## src/rtl/axi_stream_pkt_arbiter_pkg.sv

```systemverilog
// axi_stream_pkt_arbiter_pkg: FSM states and default stream types for the packet arbiter
package axi_stream_pkt_arbiter_pkg;
  typedef enum logic {Idle, Lock} arb_state_e;
  typedef struct packed {
    logic [31:0] data;
    logic [3:0]  strb;
    logic [3:0]  keep;
    logic        last;
    logic [3:0]  id;
    logic [3:0]  dest;
    logic [0:0]  user;
  } axis_t_t;
  typedef struct packed {
    axis_t_t t;
    logic    tvalid;
  } axis_req_t;
  typedef struct packed {
    logic tready;
  } axis_rsp_t;
endpackage

```

## src/rtl/axi_stream_rr_pick.sv

```systemverilog
// axi_stream_rr_pick: first set request at or above the pointer, wrapping to index 0
module axi_stream_rr_pick #(
  parameter int unsigned NumInp   = 4,
  parameter int unsigned IdxWidth = 2
) (
  input  logic [NumInp-1:0]   req_i,
  input  logic [IdxWidth-1:0] ptr_i,
  output logic [IdxWidth-1:0] idx_o,
  output logic                vld_o
);
  int j;
  logic [IdxWidth-1:0] w_j;
  // Scan from the farthest offset down so the nearest request wins last
  always_comb begin
    idx_o = ptr_i;
    vld_o = |req_i;
    j = 0;
    w_j = '0;
    for (int k = NumInp - 1; k >= 0; k--) begin
      j = int'(ptr_i) + k;
      j = (j >= int'(NumInp)) ? j - int'(NumInp) : j;
      w_j = IdxWidth'(j);
      if (req_i[w_j]) idx_o = w_j;
    end
  end
endmodule

```

## src/rtl/axi_stream_pkt_arbiter.sv

```systemverilog
// axi_stream_pkt_arbiter: packet-granular round-robin merge of NumInp AXI streams
module axi_stream_pkt_arbiter
  import axi_stream_pkt_arbiter_pkg::*;
#(
  parameter int unsigned NumInp = 4,
  parameter type axi_stream_req_t = axis_req_t,
  parameter type axi_stream_rsp_t = axis_rsp_t,
  localparam int unsigned IdxWidth = (NumInp > 1) ? $clog2(NumInp) : 1
) (
  input  logic                                clk_i,
  input  logic                                rst_ni,
  input  logic            [NumInp-1:0]        cfg_en_i,
  input  axi_stream_req_t [NumInp-1:0]        in_req_i,
  output axi_stream_rsp_t [NumInp-1:0]        in_rsp_o,
  output axi_stream_req_t                     out_req_o,
  input  axi_stream_rsp_t                     out_rsp_i,
  output logic            [IdxWidth-1:0]      sel_o,
  output logic                                busy_o
);
  arb_state_e          r_state, w_state;
  logic [IdxWidth-1:0] r_grant, w_grant, r_rr, w_rr, w_pick;
  logic [NumInp-1:0]   w_req;
  logic                w_pick_vld, w_last_hs;

  always_comb
    for (int i = 0; i < NumInp; i++) w_req[i] = in_req_i[i].tvalid & cfg_en_i[i];

  axi_stream_rr_pick #(.NumInp(NumInp), .IdxWidth(IdxWidth)) u_pick (
    .req_i(w_req),
    .ptr_i(r_rr),
    .idx_o(w_pick),
    .vld_o(w_pick_vld)
  );

  always_ff @(posedge clk_i or negedge rst_ni)
    if (!rst_ni) begin
      r_state <= Idle;
      r_grant <= '0;
      r_rr    <= '0;
    end else begin
      r_state <= w_state;
      r_grant <= w_grant;
      r_rr    <= w_rr;
    end

  assign busy_o    = (r_state == Lock);
  assign sel_o     = r_grant;
  assign w_last_hs = busy_o & in_req_i[r_grant].tvalid & out_rsp_i.tready & in_req_i[r_grant].t.last;

  // Payload always follows the granted input; only valid/ready are gated by Lock
  always_comb begin
    w_state = r_state;
    w_grant = r_grant;
    w_rr    = r_rr;
    out_req_o        = in_req_i[r_grant];
    out_req_o.tvalid = busy_o & in_req_i[r_grant].tvalid;
    in_rsp_o         = '0;
    in_rsp_o[r_grant].tready = busy_o & out_rsp_i.tready;
    if (!busy_o && w_pick_vld) begin
      w_state = Lock;
      w_grant = w_pick;
    end
    if (w_last_hs) begin
      w_state = Idle;
      w_rr    = (r_grant == IdxWidth'(NumInp - 1)) ? '0 : r_grant + IdxWidth'(1);
    end
  end
endmodule

```

## config.mk

```make
export PLATFORM = sky130hd
export DESIGN_NAME = axi_stream_pkt_arbiter
export DESIGN_NICKNAME = d
export VERILOG_FILES = /design/src/rtl/axi_stream_pkt_arbiter_pkg.sv /design/src/rtl/axi_stream_rr_pick.sv /design/src/rtl/axi_stream_pkt_arbiter.sv
export SDC_FILE = /design/constraint.sdc
export NUM_CORES = 1
export LEC_CHECK = 0
export BUFFER_PORTS_ARGS = -buffer_cell sky130_fd_sc_hd__buf_2
export CORE_AREA = 2 2 104 106
export DETAILED_ROUTE_END_ITERATION = 10
export DIE_AREA = 0 0 106 108
export PLACE_DENSITY = 0.55
export REMOVE_ABC_BUFFERS = 1
export SLEW_MARGIN = 25
export SYNTH_ARGS = -nofsm -noshare
export SYNTH_HDL_FRONTEND = slang
export SYNTH_HIERARCHICAL = 1
export SYNTH_SLANG_ARGS = --single-unit
```

## constraint.sdc

```tcl
create_clock -name clk_i -period 1.7 [get_ports clk_i]
set_clock_uncertainty 0.15 [all_clocks]
set_input_delay 0.34 -clock clk_i [delete_from_list [all_inputs] [get_ports clk_i]]
set_output_delay 0.34 -clock clk_i [all_outputs]
set_load 0.005 [all_outputs]
```

==> out/metrics.cfg <==
[worst_setup_path]
worstSetupPathType = flop to output pin
worst_r2r_startpoint = sel_o[0]
worst-path-stages = 4
crit_start = sel_o[0]
path_cells = buf_12, buf_8, mux4_2, buf_2
arrival_ns = 1.64
critPathRequiredTime_ns = 1.21
r2r_slack_ns = -0.37
cp-start-kind = flop
slowest_delay_ns = 0.51
cp_max_fo = 5
endpoint = out_req_o[10]
crit_family = multiplexers
path_buf_inv = 3
r2r_end = r_rr[0]
endpoint_kind = output pin
slowest_stage = mux4_2
reg2regPathDepth = 6

[sta]
fin_crit_ns = 2.13
relSlewSlack = 0.728
finalSetupViolations = 59
final-max-slew-violation-count = 0
fmax_mhz = 471
hold_violations = 0
setup_ws_ns = -0.425
rsz0062_at_grt = true
fin_crit_sh = 1.25
tightest_slew_ns = 0.405

[placed_design]
post-place-cells = 517
portBuffers = 268
hpwl_um = 8150
gp_congestion = 0.855

[global_routing]
grt_pass1_wl_um = 13400
grt_max_degree = 28
antenna_found_initial = 1
grt_use_total = 0.149
grt_overflow_total = 0
grt_pass1_vias = 2493

[logic_synthesis]
synth_xor_area_frac = 0
synthCells = 115
async_flop_share = 1.00
synth_top_cell_area_share = 0.689
synth_area_per_cell_um2 = 14.2
synth_edf_count = 0
yosysMostFrequentCell = mux4_2
ys.flop_type = dfrtp_1
netlist_area_um2 = 1630
yosys_warnings = 6
synth_top_family_by_area = multiplexers
synthDistinctLibCells = 26
synth_mux_area_frac = 0.715
yosys.area_share.adder = 0.0306
synth_area_leaders = mux4_2 (69%), dfrtp_1 (7.7%), ha_1 (3.1%), buf_2 (2.1%), and3_1 (1.9%)
synth_compound_area_frac = 0.0375
synth_common_cells = mux4_2 (50), buf_2 (7), nand2_1 (7)
synth-simple-area-share = 0.0957
synth_seq_cells = 5
ys_seq_area_frac = 0.0766
synth_top_cell_by_area = mux4_2

[floorplanning]
rows = 37
design.die.area_um2 = 11400
core_region_area_um2 = 10200
die_x_um = 106
num_io_pins = 269
start_util = 0.160
fp.dieH_um = 108

[outcome]
violations = setup timing
status = complete, but fails checks

[cells_and_area]
drive_gt1_frac = 0.908
final_cells = 538
ff_latch_area_um2 = 130
post-route-util = 0.361
final_nets = 618
antennaDiodeCount = 0
syn2layout_area_growth_pct = 126
fillers = 1044
multi_input_area_um2 = 1520

[pwr]
pwr-share-comb = 0.889
swShare = 0.376
p_switching_uw = 1720
power_density_nw_per_um2 = 1240
p_leak_uw = 0.00181
p_int_uw = 2850
clockPowerShare = 0.049
p_seq_frac = 0.062
finalPower_uw = 4570
irDropWorstVdd_mv = 0.607

[min_path]
hold_path_class = primary input to asynchronous set/reset pin

[clocking]
cts_tree = yes
cts.sinks = 5
clk_latency_ns = 0.22
cts_root_buf = clkbuf_8
ctsHtreeMaxLevel = 1
clockBufferDepth = 2
cts_buffers = 3
clk_pin_slew_ns = 0.04

[route]
drc = 0
routed_wl_um = 9750
num_vias = 2433
wl_per_cell_um = 18.1
drt-initial-drc-count = 161
postRouteAntennaNets = 0
via_per_inst = 4.52
first_pass_iters = 4

[run]
cap_violations = 0

## worst min-delay path by stage
stage | start | endpoint | slack, ns | cells past startpoint
5_1_grt | rst_ni | sel_o[0] | 0.33 | 2
6_report | rst_ni | busy_o | 0.31 | 2
4_1_cts | rst_ni | busy_o | 0.31 | 2
2_1_floorplan | rst_ni | busy_o | -0.11 | 0
3_5_place_dp | rst_ni | r_rr[1] | 0.01 | 1
3_3_place_gp | rst_ni | r_rr[1] | 0.009 | 1
## timing repair
action                                  4_1_cts  5_1_grt
hold endpoints to repair                      5        0
buffers inserted                              5        7
hold buffers                                  1        0
gates cloned                                  1        3
endpoints found under the setup margin       57       59
pin swaps                                     3        2
resized for setup                            27       19
## stage by stage
stage,worst slack [ns],hold WS [ns],cell area [um^2],setup TNS [ns]
after floorplan,-1.87,-0.106,1570,-97.26
after global placement,-0.170,0.00866,3200,-6.77
after detailed placement,-0.174,0.0112,3200,-7.32
after CTS,-0.419,0.312,3460,-20.43
after global routing,-0.466,0.329,3690,-24.24
final,-0.425,0.313,3690,-21.87
## cells by family (layout without fill, tap and decap cells)
kind of cell | after synthesis | after routing
compound gates | 9 | 9
fa+ha+maj | 4 | 4
buf+inv | 15 | 302
flops | 5 | 5
mux | 54 | 54
simple gates | 28 | 28
## placed cells by master, fill, tap and decap left out, types with 4 or more instances in the layout
cell     count
and2_1       4
and3_4       4
buf_12       6
buf_2      255
buf_4       11
buf_6       16
mux4_2      50
nand2_1      7
## state kept, by name, summed over array words and instances (netlist names)
register / count
r_rr: 2
busy_o: 1
sel_o: 2
## power groups by stage
stage | clock (uW) | combinational [uW] | sequential (uW)
after floorplan | 0 | 1470 | 593
after global placement | 0 | 3130 | 268
after detailed placement | 0 | 3150 | 270
after CTS | 225 | 3590 | 274
after global routing | 239 | 4300 | 295
final | 223 | 4060 | 285
## area by class of cell
class,instances,area share
clock buffers,4,0.0122
inverters,3,0.00644
multi-input cells,95,0.411
flip-flops and latches,5,0.0353
well taps,136,0.0461
repair buffers,295,0.489
## layer usage
metal / vias up / share of wire / global-route usage
li1: 1085 / - / -
met1: 1219 / 0.43 / 0.206
met2: 121 / 0.51 / 0.259
met3: 6 / 0.056 / 0.0175
met4: 2 / 0.0054 / 0.0160
met5: - / 0.0017 / 0
No activity file was read; power rests on OpenSTA's default activity.
